===== src/rtl/led_pkg.sv =====
// Shared constants and grant identifiers for the LED write path.
// Used by the arbiter top and the blink timer.
package led_pkg;

    localparam logic [1:0] LED_ADDR_ALL = 2'b00;
    localparam logic [1:0] LED_ADDR_BAD = 2'b01;
    localparam logic [1:0] LED_ADDR_HI  = 2'b10;
    localparam logic [1:0] LED_ADDR_LO  = 2'b11;

    typedef enum logic [1:0] {
        GNT_NONE = 2'd0,
        GNT_CPU  = 2'd1,
        GNT_DBG  = 2'd2,
        GNT_BLK  = 2'd3
    } grant_e;

    // Address 01 has no LED bank behind it; such writes are acked but dropped.
    function automatic logic addr_legal(input logic [1:0] addr);
        return addr != LED_ADDR_BAD;
    endfunction

endpackage


===== src/rtl/led_blink_timer.sv =====
// Blink half-period counter with a single-entry pending flag and ON/OFF phase.
// The arbiter raises serve when it issues the blink write.
module led_blink_timer
    import led_pkg::*;
#(
    parameter int BLINK_DIV = 25_000_000,
    parameter int CNT_W     = 25
) (
    input  logic led_clk,
    input  logic ledrst,
    input  logic blink_en,
    input  logic serve,
    output logic pending,
    output logic phase_next
);

    localparam logic [CNT_W-1:0] CNT_MAX = CNT_W'(BLINK_DIV - 1);

    logic [CNT_W-1:0] cnt;
    logic             phase;
    logic             wrap;

    assign wrap       = blink_en && (cnt == CNT_MAX);
    assign phase_next = ~phase;

    // NOTE: sequential state uses non-blocking assignments so every flop samples pre-edge values.
    always_ff @(posedge led_clk or posedge ledrst) begin
        if (ledrst) begin
            cnt     <= '0;
            pending <= 1'b0;
            phase   <= 1'b0;
        end else if (!blink_en) begin
            cnt     <= '0;
            pending <= 1'b0;
            phase   <= 1'b0;
        end else begin
            cnt <= wrap ? '0 : cnt + CNT_W'(1);
            // A wrap wins over a same-cycle service so the new half-period is not lost.
            if (wrap)
                pending <= 1'b1;
            else if (serve)
                pending <= 1'b0;
            if (serve)
                phase <= ~phase;
        end
    end

endmodule


===== src/rtl/led_write_arbiter.sv =====
// Arbitrates CPU, debug and blink writes onto the single LED register write port.
// Round-robin between CPU and debug; blink only fills otherwise idle cycles.
module led_write_arbiter
    import led_pkg::*;
#(
    parameter int BLINK_DIV = 25_000_000,
    parameter int CNT_W     = 25
) (
    input  logic        led_clk,
    input  logic        ledrst,
    input  logic        cpu_req,
    input  logic [1:0]  cpu_addr,
    input  logic [31:0] cpu_wdata,
    output logic        cpu_ack,
    input  logic        dbg_req,
    input  logic [1:0]  dbg_addr,
    input  logic [31:0] dbg_wdata,
    output logic        dbg_ack,
    input  logic        blink_en,
    input  logic [7:0]  blink_pat,
    output logic        led_ctrl,
    output logic [1:0]  led_addr,
    output logic [31:0] led_wdata
);

    logic   rr_dbg;         // 1: debug wins the next CPU/debug tie
    logic   cpu_elig;
    logic   dbg_elig;
    logic   blink_pending;
    logic   blink_phase_next;
    logic   serve;
    grant_e grant;

    // A requester whose ack is already out is still holding req from the last grant.
    assign cpu_elig = cpu_req && !cpu_ack;
    assign dbg_elig = dbg_req && !dbg_ack;
    assign serve    = (grant == GNT_BLK);

    // NOTE: default assigned first so no path leaves grant unassigned (no latch).
    always_comb begin
        grant = GNT_NONE;
        if (cpu_elig && dbg_elig)
            grant = rr_dbg ? GNT_DBG : GNT_CPU;
        else if (cpu_elig)
            grant = GNT_CPU;
        else if (dbg_elig)
            grant = GNT_DBG;
        else if (blink_en && blink_pending)
            grant = GNT_BLK;
    end

    always_ff @(posedge led_clk or posedge ledrst) begin
        if (ledrst) begin
            rr_dbg    <= 1'b0;
            led_ctrl  <= 1'b0;
            led_addr  <= LED_ADDR_ALL;
            led_wdata <= '0;
            cpu_ack   <= 1'b0;
            dbg_ack   <= 1'b0;
        end else begin
            led_ctrl <= 1'b0;
            cpu_ack  <= 1'b0;
            dbg_ack  <= 1'b0;
            unique case (grant)
                GNT_CPU: begin
                    cpu_ack <= 1'b1;
                    rr_dbg  <= 1'b1;
                    if (addr_legal(cpu_addr)) begin
                        led_ctrl  <= 1'b1;
                        led_addr  <= cpu_addr;
                        led_wdata <= cpu_wdata;
                    end
                end
                GNT_DBG: begin
                    dbg_ack <= 1'b1;
                    rr_dbg  <= 1'b0;
                    if (addr_legal(dbg_addr)) begin
                        led_ctrl  <= 1'b1;
                        led_addr  <= dbg_addr;
                        led_wdata <= dbg_wdata;
                    end
                end
                GNT_BLK: begin
                    led_ctrl  <= 1'b1;
                    led_addr  <= LED_ADDR_HI;
                    led_wdata <= {24'h0, blink_phase_next ? blink_pat : 8'h00};
                end
                default: ;
            endcase
        end
    end

    led_blink_timer #(
        .BLINK_DIV (BLINK_DIV),
        .CNT_W     (CNT_W)
    ) u_blink (
        .led_clk    (led_clk),
        .ledrst     (ledrst),
        .blink_en   (blink_en),
        .serve      (serve),
        .pending    (blink_pending),
        .phase_next (blink_phase_next)
    );

endmodule


===== config.mk =====
export PLATFORM = sky130hd
export DESIGN_NAME = led_write_arbiter
export DESIGN_NICKNAME = d
export VERILOG_FILES = /design/src/rtl/led_pkg.sv /design/src/rtl/led_blink_timer.sv /design/src/rtl/led_write_arbiter.sv
export SDC_FILE = /design/constraint.sdc
export NUM_CORES = 1
export LEC_CHECK = 0
export ABC_CLOCK_PERIOD_IN_PS = 2100
export BUFFER_PORTS_ARGS = -buffer_cell sky130_fd_sc_hd__buf_2
export CAP_MARGIN = 20
export CORE_MARGIN = 2
export CORE_UTILIZATION = 40
export CTS_CLUSTER_DIAMETER = 150
export DETAILED_ROUTE_END_ITERATION = 12
export GPL_ROUTABILITY_DRIVEN = 1
export GPL_TIMING_DRIVEN = 0
export PLACE_DENSITY = 0.69
export SYNTH_ARGS = -nofsm -noshare
export SYNTH_HDL_FRONTEND = slang
export SYNTH_SLANG_ARGS = --single-unit

===== constraint.sdc =====
create_clock -name led_clk -period 2.1 [get_ports led_clk]
set_clock_uncertainty 0.15 [all_clocks]
set_input_delay 0 -clock led_clk [delete_from_list [all_inputs] [get_ports led_clk]]
set_output_delay 0 -clock led_clk [all_outputs]
set_load 0.05 [all_outputs]

==> flow_metrics.env, run 1 <==
export IMPL_status="complete, no violations"
export IMPL_reg2reg_slack_ns=0.03
export IMPL_synth_warnings=0
export IMPL_clk_latency_ns=0.34
export IMPL_synth_area_top_cells="dfrtp_1 50%, mux2_2 12%, a22o_1 7.0%"
export IMPL_clock_sinks=65
export IMPL_place_gp_congestion=0.759
export IMPL_critPathSlowestCell="or4_4"
export IMPL_rows=32
export IMPL_final_layout_size_suffix_gt1_share_pct=43.0
export IMPL_period_share_pct=98.6
export IMPL_synth_async_reset_ratio_pct=100
export IMPL_dpl_instance_area_sq_um=3990
export IMPL_synth_compound_area_share_pct=14.6
export IMPL_synth_top_cell_by_area="dfrtp_1"
export IMPL_ys_dominant_reg_cell="dfrtp_1"
export IMPL_port_buffers=117
export IMPL_critPathKind="reg -> reg"
export IMPL_ios=118
export IMPL_clkTransAtPathRegs_ns=0.07
export IMPL_power_density_nw_per_um2=995
export IMPL_drv_slew=0
export IMPL_cpPeakStageDelay_ns=0.58
export IMPL_root_buffer="clkbuf_8"
export IMPL_required_ns=2.22
export IMPL_wl_per_cell_um=17.6
export IMPL_maxCapViolations=0
export IMPL_drc_errors=0
export IMPL_ys_ff_latch=65
export IMPL_dr_first_iter_drc_count=172
export IMPL_final_area_sq_um=5070
export IMPL_antenna_found_initial=0
export IMPL_final_cell_mix="118 x buf_2, 72 x dlygate4sd3_1, 57 x dfrtp_1, 34 x mux2_2, 25 x a22o_1"
export IMPL_overflow=0
export IMPL_r2r_start="u_blink.cnt[1]"
export IMPL_grt_first_pass_wirelength_um=16500
export IMPL_cpMostUsedCell="or4_4"
export IMPL_dieArea_sq_um=8850
export IMPL_synth_edff_count=0
export IMPL_cp_max_fo=8
export IMPL_via_per_inst=5.39
export IMPL_netlist_instances=288
export IMPL_hold_viol_final=0
export IMPL_ff2ff_path_depth=5
export IMPL_synthXorXnorAreaFrac_pct=4.05
export IMPL_synthMuxAreaShare_pct=11.8
export IMPL_dpl_hpwl_um=6060
export IMPL_rsz0062_at_grt="true"
export IMPL_final_antenna_net_count=0
export IMPL_rr_endpoint="u_blink.cnt[24]"
export IMPL_fin_util_pct=64.9
export IMPL_worstHoldPathType="in -> reg"
export IMPL_p_leak_nw=2.27
export IMPL_worstPathArrival_ns=2.19
export IMPL_final_common_cell="buf_2"
export IMPL_synth_seq_area_share_pct=50.1
export IMPL_max_clock_freq_mhz=483
export IMPL_crit_chain="ha_4 -> nand3_4 -> or4_4 -> or4_4 -> a21oi_2"
export IMPL_ys_types=38
export IMPL_nNetsFinal=575
export IMPL_crit_path_start="u_blink.cnt[1]"
export IMPL_die_h_um=94.1
export IMPL_synth_top_family_by_area="simple AND/OR/NAND/NOR gates"
export IMPL_synth_adder_area_share_pct=0.386
export IMPL_num_antenna_cells=0
export IMPL_clockBufferDepth=2
export IMPL_synth_nets=370
export IMPL_coreArea_sq_um=7810
export IMPL_syn_area_sq_um=3240
export IMPL_cts_tree="built"
export IMPL_totalWireLength_um=10600
export IMPL_numCtsBuffers=9
export IMPL_ctsHtreeMaxLevel=3
export IMPL_drt_first_pass_iters=4
export IMPL_endpoint="u_blink.cnt[24]"
export IMPL_critPathLaunchType="register"
export IMPL_grt_util_all_layers_pct=24.3
export IMPL_synth_top_cell_area_share_pct=50.1
export IMPL_setup_viol=0
export IMPL_syn_to_final_growth_pct=56.2
export IMPL_fin_crit_ns=2.07
export IMPL_synthSimpleGateAreaFrac_pct=16.0
export IMPL_die_w_um=94.1
export IMPL_end_kind="register"
export IMPL_avgSynthCellArea_sq_um=11.3
export IMPL_worstMarginPinSlew_ns=0.851
export IMPL_slew_headroom_pct=43.2
export IMPL_initial_utilization_pct=41.6
export IMPL_first_global_vias=3447
export IMPL_vias=3234
export IMPL_grt_max_degree=40
export IMPL_ir_worst_vdd_mv=0.860
-- how the worst min path moves through the flow --
| stage | from | to | slack, ns | cells past startpoint |
|---|---|---|---|---|
| global placement | cpu_req | cpu_ack | 0.16 | 3 |
| global route | blink_pat[5] | led_wdata[5] | 0.13 | 4 |
| floorplan | blink_en | u_blink.phase | 0.006 | 2 |
| detailed placement | ledrst | led_wdata[11] | 0.08 | 2 |
| finish | blink_pat[6] | led_wdata[6] | 0.11 | 4 |
| CTS | blink_pat[3] | led_wdata[3] | 0.1 | 4 |
-- synth_stat cells (5+ instances only) --
| cell type | count |
|---|---|
| a21oi_1 | 9 |
| a221o_1 | 8 |
| a22o_1 | 26 |
| and3_1 | 5 |
| buf_2 | 5 |
| clkbuf_1 | 13 |
| dfrtp_1 | 65 |
| inv_1 | 6 |
| mux2_2 | 34 |
| nand2_1 | 13 |
| nand3_1 | 7 |
| nor2_1 | 17 |
| nor3_1 | 5 |
| nor4b_1 | 10 |
| o21ai_0 | 8 |
| or3_1 | 5 |
| or4_1 | 7 |
| xnor2_1 | 11 |
-- critical path, delay by kind of cell, from the launching register on --
kind                     cells  cell delay, ns
AND/OR/NAND/NOR              3            1.12
flip-flops                   1            0.42
adder cells (fa/ha/maj)      1            0.17
AO/OA/AOI/OAI                1            0.13
-- stage by stage --
step,std cells,hold WS [ns],worst slack [ns],setup TNS (ns),power [mW]
after floorplan,288,0.00572,-0.0366,-1.02,3.26
after global placement,507,0.159,-0.739,-40.91,3.76
after detailed placement,508,0.0776,-0.236,-7.34,3.79
after CTS,595,0.0951,0.00290,0,5.02
after global routing,600,0.135,-0.0132,-0.0582,5.25
final,600,0.112,0.0296,0,5.04
-- cells by family (layout without fill, tap and decap cells) --
group,Yosys count,in the layout
fa+ha+maj,1,1
buf+inv,24,234
compound gates,62,62
flops,65,65
mux,34,34
simple gates,87,87
xor+xnor,15,15
-- layer usage --
metal  vias to the layer above  GRT usage, %  wire length [um]
met5                         -             0                 0
met4                         0          12.9               363
met3                        34          5.86               557
met2                       147          41.1              5510
met1                      1557          28.3              4120
li1                       1496             -                 -
-- sequential cells by signal, indices dropped and copies added (netlist names) --
register         count
cpu_ack              1
dbg_ack              1
led_addr             2
led_ctrl             1
led_wdata           32
rr_dbg               1
u_blink.cnt         25
u_blink.pending      1
u_blink.phase        1
-- report_power, final --
group | leakage, nW | internal [mW] | total, mW | switching [mW]
clock | 0.0985 | 0.582 | 1.10 | 0.517
combinational | 1.36 | 0.725 | 2.24 | 1.52
sequential | 0.813 | 1.54 | 1.70 | 0.156
total | 2.27 | 2.85 | 5.04 | 2.19
-- timing repair --
action | in CTS | in global routing
pin swaps | 4 | 2
setup endpoints to repair | 56 | 56
hold buffers | 72 | 0
buffers inserted | 3 | 5
gates resized for setup | 16 | 30
hold endpoints to repair | 81 | 0
-- area by class of cell --
type                       instances  area [sq um]
fill                             591          2740
sequential                        65          1640
multi-input combinational        199          1590
timing repair buffer             198          1390
clock buffer                      10           138
tap                              102           128
buffer                            14          97.6
clock inverter                     6          67.6
inverter                           6          22.5
No activity file was read; power rests on OpenSTA's default activity.
==> run 2, diff against run 1 <==
- CORE_UTILIZATION: 40 -> 35
- PLACE_DENSITY: 0.69 -> not set
==> flow_metrics.env, run 2 (synthesis gave the netlist of run 1 again) <==
export IMPL_fin_crit_ns=2.13
export IMPL_dieArea_sq_um=10100
export IMPL_required_ns=2.22
export IMPL_wl_met3_um=411
export IMPL_clock_sinks=65
export IMPL_grt_first_pass_wirelength_um=15400
export IMPL_initial_utilization_pct=35.6
export IMPL_rsz0062_at_grt="true"
export IMPL_nNetsFinal=573
export IMPL_crit_chain="buf_6 -> nand4_1 -> or4_1 -> buf_6 -> or4_4 -> a21oi_2"
export IMPL_status="finished, violations left"
export IMPL_cts_tree="built"
export IMPL_antenna_found_initial=0
export IMPL_cp_max_fo=8
export IMPL_grt_util_all_layers_pct=19.5
export IMPL_ir_worst_vdd_mv=0.715
export IMPL_port_buffers=117
export IMPL_critPathSlowestCell="or4_1"
export IMPL_ctsHtreeMaxLevel=3
export IMPL_first_global_vias=3179
export IMPL_num_antenna_cells=0
export IMPL_worstPathArrival_ns=2.25
export IMPL_grt_max_degree=66
export IMPL_clockBufferDepth=2
export IMPL_die_w_um=100
export IMPL_numCtsBuffers=9
export IMPL_final_antenna_net_count=0
export IMPL_endpoint="u_blink.cnt[23]"
export IMPL_end_kind="register"
export IMPL_period_share_pct=101
export IMPL_path_delay_family="simple AND/OR/NAND/NOR gates"
export IMPL_maxCapViolations=0
export IMPL_max_flop_register="led_wdata"
export IMPL_place_gp_congestion=0.788
export IMPL_wl_per_cell_um=16.0
export IMPL_clkTransAtPathRegs_ns=0.07
export IMPL_slew_headroom_pct=46.0
export IMPL_via_per_inst=5.15
export IMPL_met1Wirelength_um=4140
export IMPL_rows=35
export IMPL_cpPeakStageDelay_ns=0.55
export IMPL_reg_top3="led_wdata: 32 flops, u_blink.cnt: 25 flops, led_addr: 2 flops"
export IMPL_p_leak_nw=2.27
export IMPL_dpl_hpwl_um=5940
export IMPL_setup_viol=1
export IMPL_syn_to_final_growth_pct=55.9
export IMPL_top_layer_used="met4"
export IMPL_reg2reg_slack_ns=-0.03
export IMPL_power_density_nw_per_um2=1000
export IMPL_critPathKind="reg -> reg"
export IMPL_drt_first_pass_iters=4
export IMPL_drc_errors=0
export IMPL_worstMarginPinSlew_ns=0.810
export IMPL_final_layout_size_suffix_gt1_share_pct=41.9
export IMPL_clk_latency_ns=0.34
export IMPL_r2r_start="u_blink.cnt[1]"
export IMPL_largest_register_ffs=32
export IMPL_cpMostUsedCell="buf_6"
export IMPL_fin_ws_ns=-0.0295
export IMPL_root_buffer="clkbuf_8"
export IMPL_ios=118
export IMPL_overflow=0
export IMPL_die_h_um=100
export IMPL_wl_met2_um=5010
export IMPL_power_total_mw=5.08
export IMPL_fill_cells=778
export IMPL_fin_cells=607
export IMPL_dr_first_iter_drc_count=100
export IMPL_max_clock_freq_mhz=470
export IMPL_dp_cells=516
export IMPL_hold_viol_final=0
export IMPL_drv_slew=0
export IMPL_vias=3125
export IMPL_post_place_ws_ns=-0.257
export IMPL_crit_path_start="u_blink.cnt[1]"
export IMPL_cp_num_cells=6
export IMPL_totalWireLength_um=9740
export IMPL_coreArea_sq_um=9110
export IMPL_critPathLaunchType="register"
export IMPL_crit_buf_inv=2
export IMPL_worstHoldPathType="in -> reg"
export IMPL_final_cell_mix="118 x buf_2, 72 x dlygate4sd3_1, 60 x dfrtp_1, 34 x mux2_2, 25 x a22o_1"
export IMPL_violations="setup timing"
export IMPL_final_common_cell="buf_2"
export IMPL_fin_util_pct=55.5
export IMPL_ff2ff_path_depth=6
export IMPL_rr_endpoint="u_blink.cnt[23]"
-- run 2: cell types whose count changed in the layout (fill, tap and decap cells not counted), moves of 2 or more --
cell,change
clkinv_2,+2
dfrtp_1,+3
a21oi_1,-2
clkbuf_1,+2
dfrtp_2,-3
a21oi_2,+2
clkinv_4,-2
-- run 2: layout make-up --
type                            count  area, sq um  area share, %
Buffer                             14         96.3           1.90
Clock buffer                       10          128           2.52
Clock inverter                      6         82.6           1.63
Inverter                            6         25.0          0.495
Multi-Input combinational cell    199         1590           31.5
Sequential cell                    65         1630           32.3
Tap cell                          111          139           2.75
Timing Repair Buffer              196         1360           26.9
-- run 2: stage by stage --
stage          setup TNS [ns]  hold slack, ns  instance area (sq um)
3_3_place_gp           -45.81           0.160                   3980
2_1_floorplan           -1.02         0.00572                   3260
3_5_place_dp            -9.88          0.0757                   3980
4_1_cts               -0.0432          0.0906                   4990
5_1_grt                -0.111           0.130                   5060
6_report              -0.0295           0.108                   5060
-- run 2: routing by layer --
layer	track usage, %	vias up
li1	-	1490
met1	24.8	1523
met2	32.4	94
met3	4.32	18
met4	7.59	0
met5	0	-
-- run 2: worst min path at each step --
| stage | endpoint | slack, ns | cells past startpoint | from |
|---|---|---|---|---|
| CTS | led_wdata[2] | 0.09 | 4 | blink_pat[2] |
| global placement | cpu_ack | 0.16 | 3 | cpu_req |
| finish | led_wdata[2] | 0.11 | 4 | blink_pat[2] |
| global route | led_wdata[3] | 0.13 | 4 | blink_pat[3] |
| floorplan | u_blink.phase | 0.006 | 2 | blink_en |
| detailed placement | led_wdata[11] | 0.08 | 2 | ledrst |
-- run 2: power breakdown --
group / total (mW) / switching (mW) / internal, mW
sequential: 1.70 / 0.161 / 1.54
clock: 1.15 / 0.490 / 0.663
combinational: 2.22 / 1.50 / 0.724
total: 5.08 / 2.15 / 2.93
-- run 2: what timing repair did --
| item | in CTS | in global routing |
|---|---|---|
| setup buffers | 5 | 2 |
| resized for setup | 18 | 25 |
| hold buffers | 72 | 0 |
| setup endpoints to repair | 56 | 48 |
| pin swaps | 4 | 3 |
| hold endpoints to repair | 108 | 0 |
-- run 2: worst min-delay path: cells and delay by family --
family          cells  cell delay (ns)
buf+inv             1             0.07
simple gates        1             0.21
mux                 1             0.13
compound gates      1             0.15
==> run 3, diff against run 2 <==
- BUFFER_PORTS_ARGS: -buffer_cell sky130_fd_sc_hd__buf_2 -> not set
- DONT_BUFFER_PORTS: not set -> 1
==> flow_metrics.env, run 3 (synthesis gave the netlist of run 1 again) <==
export IMPL_status="complete, no violations"
export IMPL_fin_util_pct=50.4
export IMPL_die_h_um=100
export IMPL_cpPeakStageDelay_ns=0.56
export IMPL_post_place_ws_ns=-0.307
export IMPL_cts_tree="built"
export IMPL_period_share_pct=99.9
export IMPL_dp_cells=399
export IMPL_grt_first_pass_wirelength_um=14100
export IMPL_num_antenna_cells=0
export IMPL_numCtsBuffers=9
export IMPL_ctsHtreeMaxLevel=3
export IMPL_clockBufferDepth=2
export IMPL_crit_chain="ha_4 -> nand3_4 -> or4_4 -> or4_4 -> a21oi_2"
export IMPL_final_area_sq_um=4590
export IMPL_crit_path_start="u_blink.cnt[0]"
export IMPL_path_delay_family="simple AND/OR/NAND/NOR gates"
export IMPL_dr_first_iter_drc_count=151
export IMPL_root_buffer="clkbuf_8"
export IMPL_final_common_cell="dlygate4sd3_1"
export IMPL_place_gp_congestion=0.791
export IMPL_vias=2788
export IMPL_critPathSlowestCell="or4_4"
export IMPL_dpl_instance_area_sq_um=3400
export IMPL_cp_num_cells=5
export IMPL_endpoint="u_blink.cnt[24]"
export IMPL_via_per_inst=5.59
export IMPL_p_leak_nw=1.87
export IMPL_fin_cells=499
export IMPL_wl_per_cell_um=18.5
export IMPL_reg_top3="led_wdata: 32 flops, u_blink.cnt: 25 flops, led_addr: 2 flops"
export IMPL_final_layout_size_suffix_gt1_share_pct=27.3
export IMPL_grt_max_degree=66
export IMPL_cp_max_fo=4
export IMPL_port_buffers=0
export IMPL_fin_crit_ns=2.10
export IMPL_reg2reg_slack_ns=0.002
export IMPL_syn_to_final_growth_pct=41.5
export IMPL_min_path_cells=4
export IMPL_rows=35
export IMPL_drt_first_pass_iters=4
export IMPL_p_comb_share_pct=18.6
export IMPL_seq_power_share_pct=57.7
export IMPL_pwr_share_clk_pct=23.7
export IMPL_end_kind="register"
export IMPL_drc_errors=0
export IMPL_first_global_vias=2959
export IMPL_required_ns=2.23
export IMPL_initial_utilization_pct=35.6
export IMPL_tns_ns=0
export IMPL_fin_ws_ns=0.00175
export IMPL_rsz0062_at_grt="true"
export IMPL_clk_latency_ns=0.35
export IMPL_critPathLaunchType="register"
export IMPL_setup_viol=0
export IMPL_clock_sinks=65
export IMPL_antenna_found_initial=0
export IMPL_ir_worst_vdd_mv=0.702
export IMPL_dieArea_sq_um=10100
export IMPL_die_w_um=100
export IMPL_power_density_nw_per_um2=1040
export IMPL_swShare_pct=44.4
export IMPL_worstPathArrival_ns=2.23
export IMPL_ios=118
export IMPL_slew_headroom_pct=46.0
export IMPL_worstHoldPathType="in -> reg"
export IMPL_hold_viol_final=0
export IMPL_p_switching_mw=2.13
export IMPL_largest_register_ffs=32
export IMPL_clkTransAtPathRegs_ns=0.08
export IMPL_final_antenna_net_count=0
export IMPL_cpMostUsedCell="or4_4"
export IMPL_drv_slew=0
export IMPL_nNetsFinal=465
export IMPL_totalWireLength_um=9220
export IMPL_overflow=0
export IMPL_p_int_mw=2.66
export IMPL_max_clock_freq_mhz=477
export IMPL_r2r_start="u_blink.cnt[0]"
export IMPL_coreArea_sq_um=9110
export IMPL_max_flop_register="led_wdata"
export IMPL_critPathKind="reg -> reg"
export IMPL_ff2ff_path_depth=5
export IMPL_dpl_hpwl_um=5220
export IMPL_grt_util_all_layers_pct=18.0
export IMPL_rr_endpoint="u_blink.cnt[24]"
export IMPL_final_cell_mix="72 x dlygate4sd3_1, 59 x dfrtp_1, 32 x mux2_2, 25 x a22o_1"
export IMPL_worstMarginPinSlew_ns=0.809
export IMPL_maxCapViolations=0
export IMPL_crit_buf_inv=0
-- run 3: cell types whose count changed in the layout (fill, tap and decap cells not counted), moves of 2 or more --
cell,previous run,this run
buf_2,118,4
buf_4,9,17
buf_6,2,4
buf_8,0,2
clkbuf_1,2,0
clkbuf_2,5,3
clkbuf_4,2,0
clkinv_2,3,0
clkinv_4,0,2
mux2_2,34,32
mux2_4,0,2
-- run 3: area by class of cell --
cell class,instances,area (sq um)
multi-input combinational,199,1620
fill,752,4520
timing repair buffer,89,856
tap,111,139
sequential,65,1630
inverter,6,25.0
clock inverter,6,75.1
buffer,13,103
clock buffer,10,138
-- run 3: what timing repair did --
action,4_1_cts,5_1_grt
hold buffers,72,0
resized for setup,30,28
endpoints found under the hold margin,129,0
pin swaps,8,12
setup buffers,11,6
endpoints found under the setup margin,56,45
-- run 3: metal layers --
layer  vias up  GRT usage, %  part of all wire, %
met1      1354          20.7                   39
li1       1271             -                    -
met3        36          5.22                  6.0
met2       127          30.9                   51
met5         -             0                    0
met4         0          8.54                  3.7
-- run 3: worst min-delay path by stage --
stage	from	end	slack, ns
floorplan	blink_en	u_blink.phase	0.006
global placement	blink_en	u_blink.cnt[1]	0.02
detailed placement	ledrst	led_wdata[10]	-0.06
CTS	blink_en	u_blink.cnt[24]	0.0006
global route	blink_pat[0]	led_wdata[0]	0.02
finish	blink_en	u_blink.cnt[24]	0.02
-- run 3: worst min-delay path, delay by kind of cell --
family             cells  cell delay (ns)
AOI/OAI and AO/OA      2             0.21
and+or+nand+nor        2             0.27
-- run 3: through the flow --
stage               hold WS (ns)  power [mW]
floorplan                0.00572        3.26
global placement          0.0184        3.42
detailed placement       -0.0605        3.45
CTS                     0.000578        4.75
global route              0.0243        4.97
finish                    0.0199        4.78
-- run 3: power by group through the flow --
stage | sequential (mW) | clock, mW | combinational [mW]
floorplan | 2.71 | 0 | 0.556
global placement | 2.78 | 0 | 0.644
detailed placement | 2.78 | 0 | 0.669
CTS | 2.76 | 1.16 | 0.838
global route | 2.79 | 1.23 | 0.955
finish | 2.76 | 1.14 | 0.888
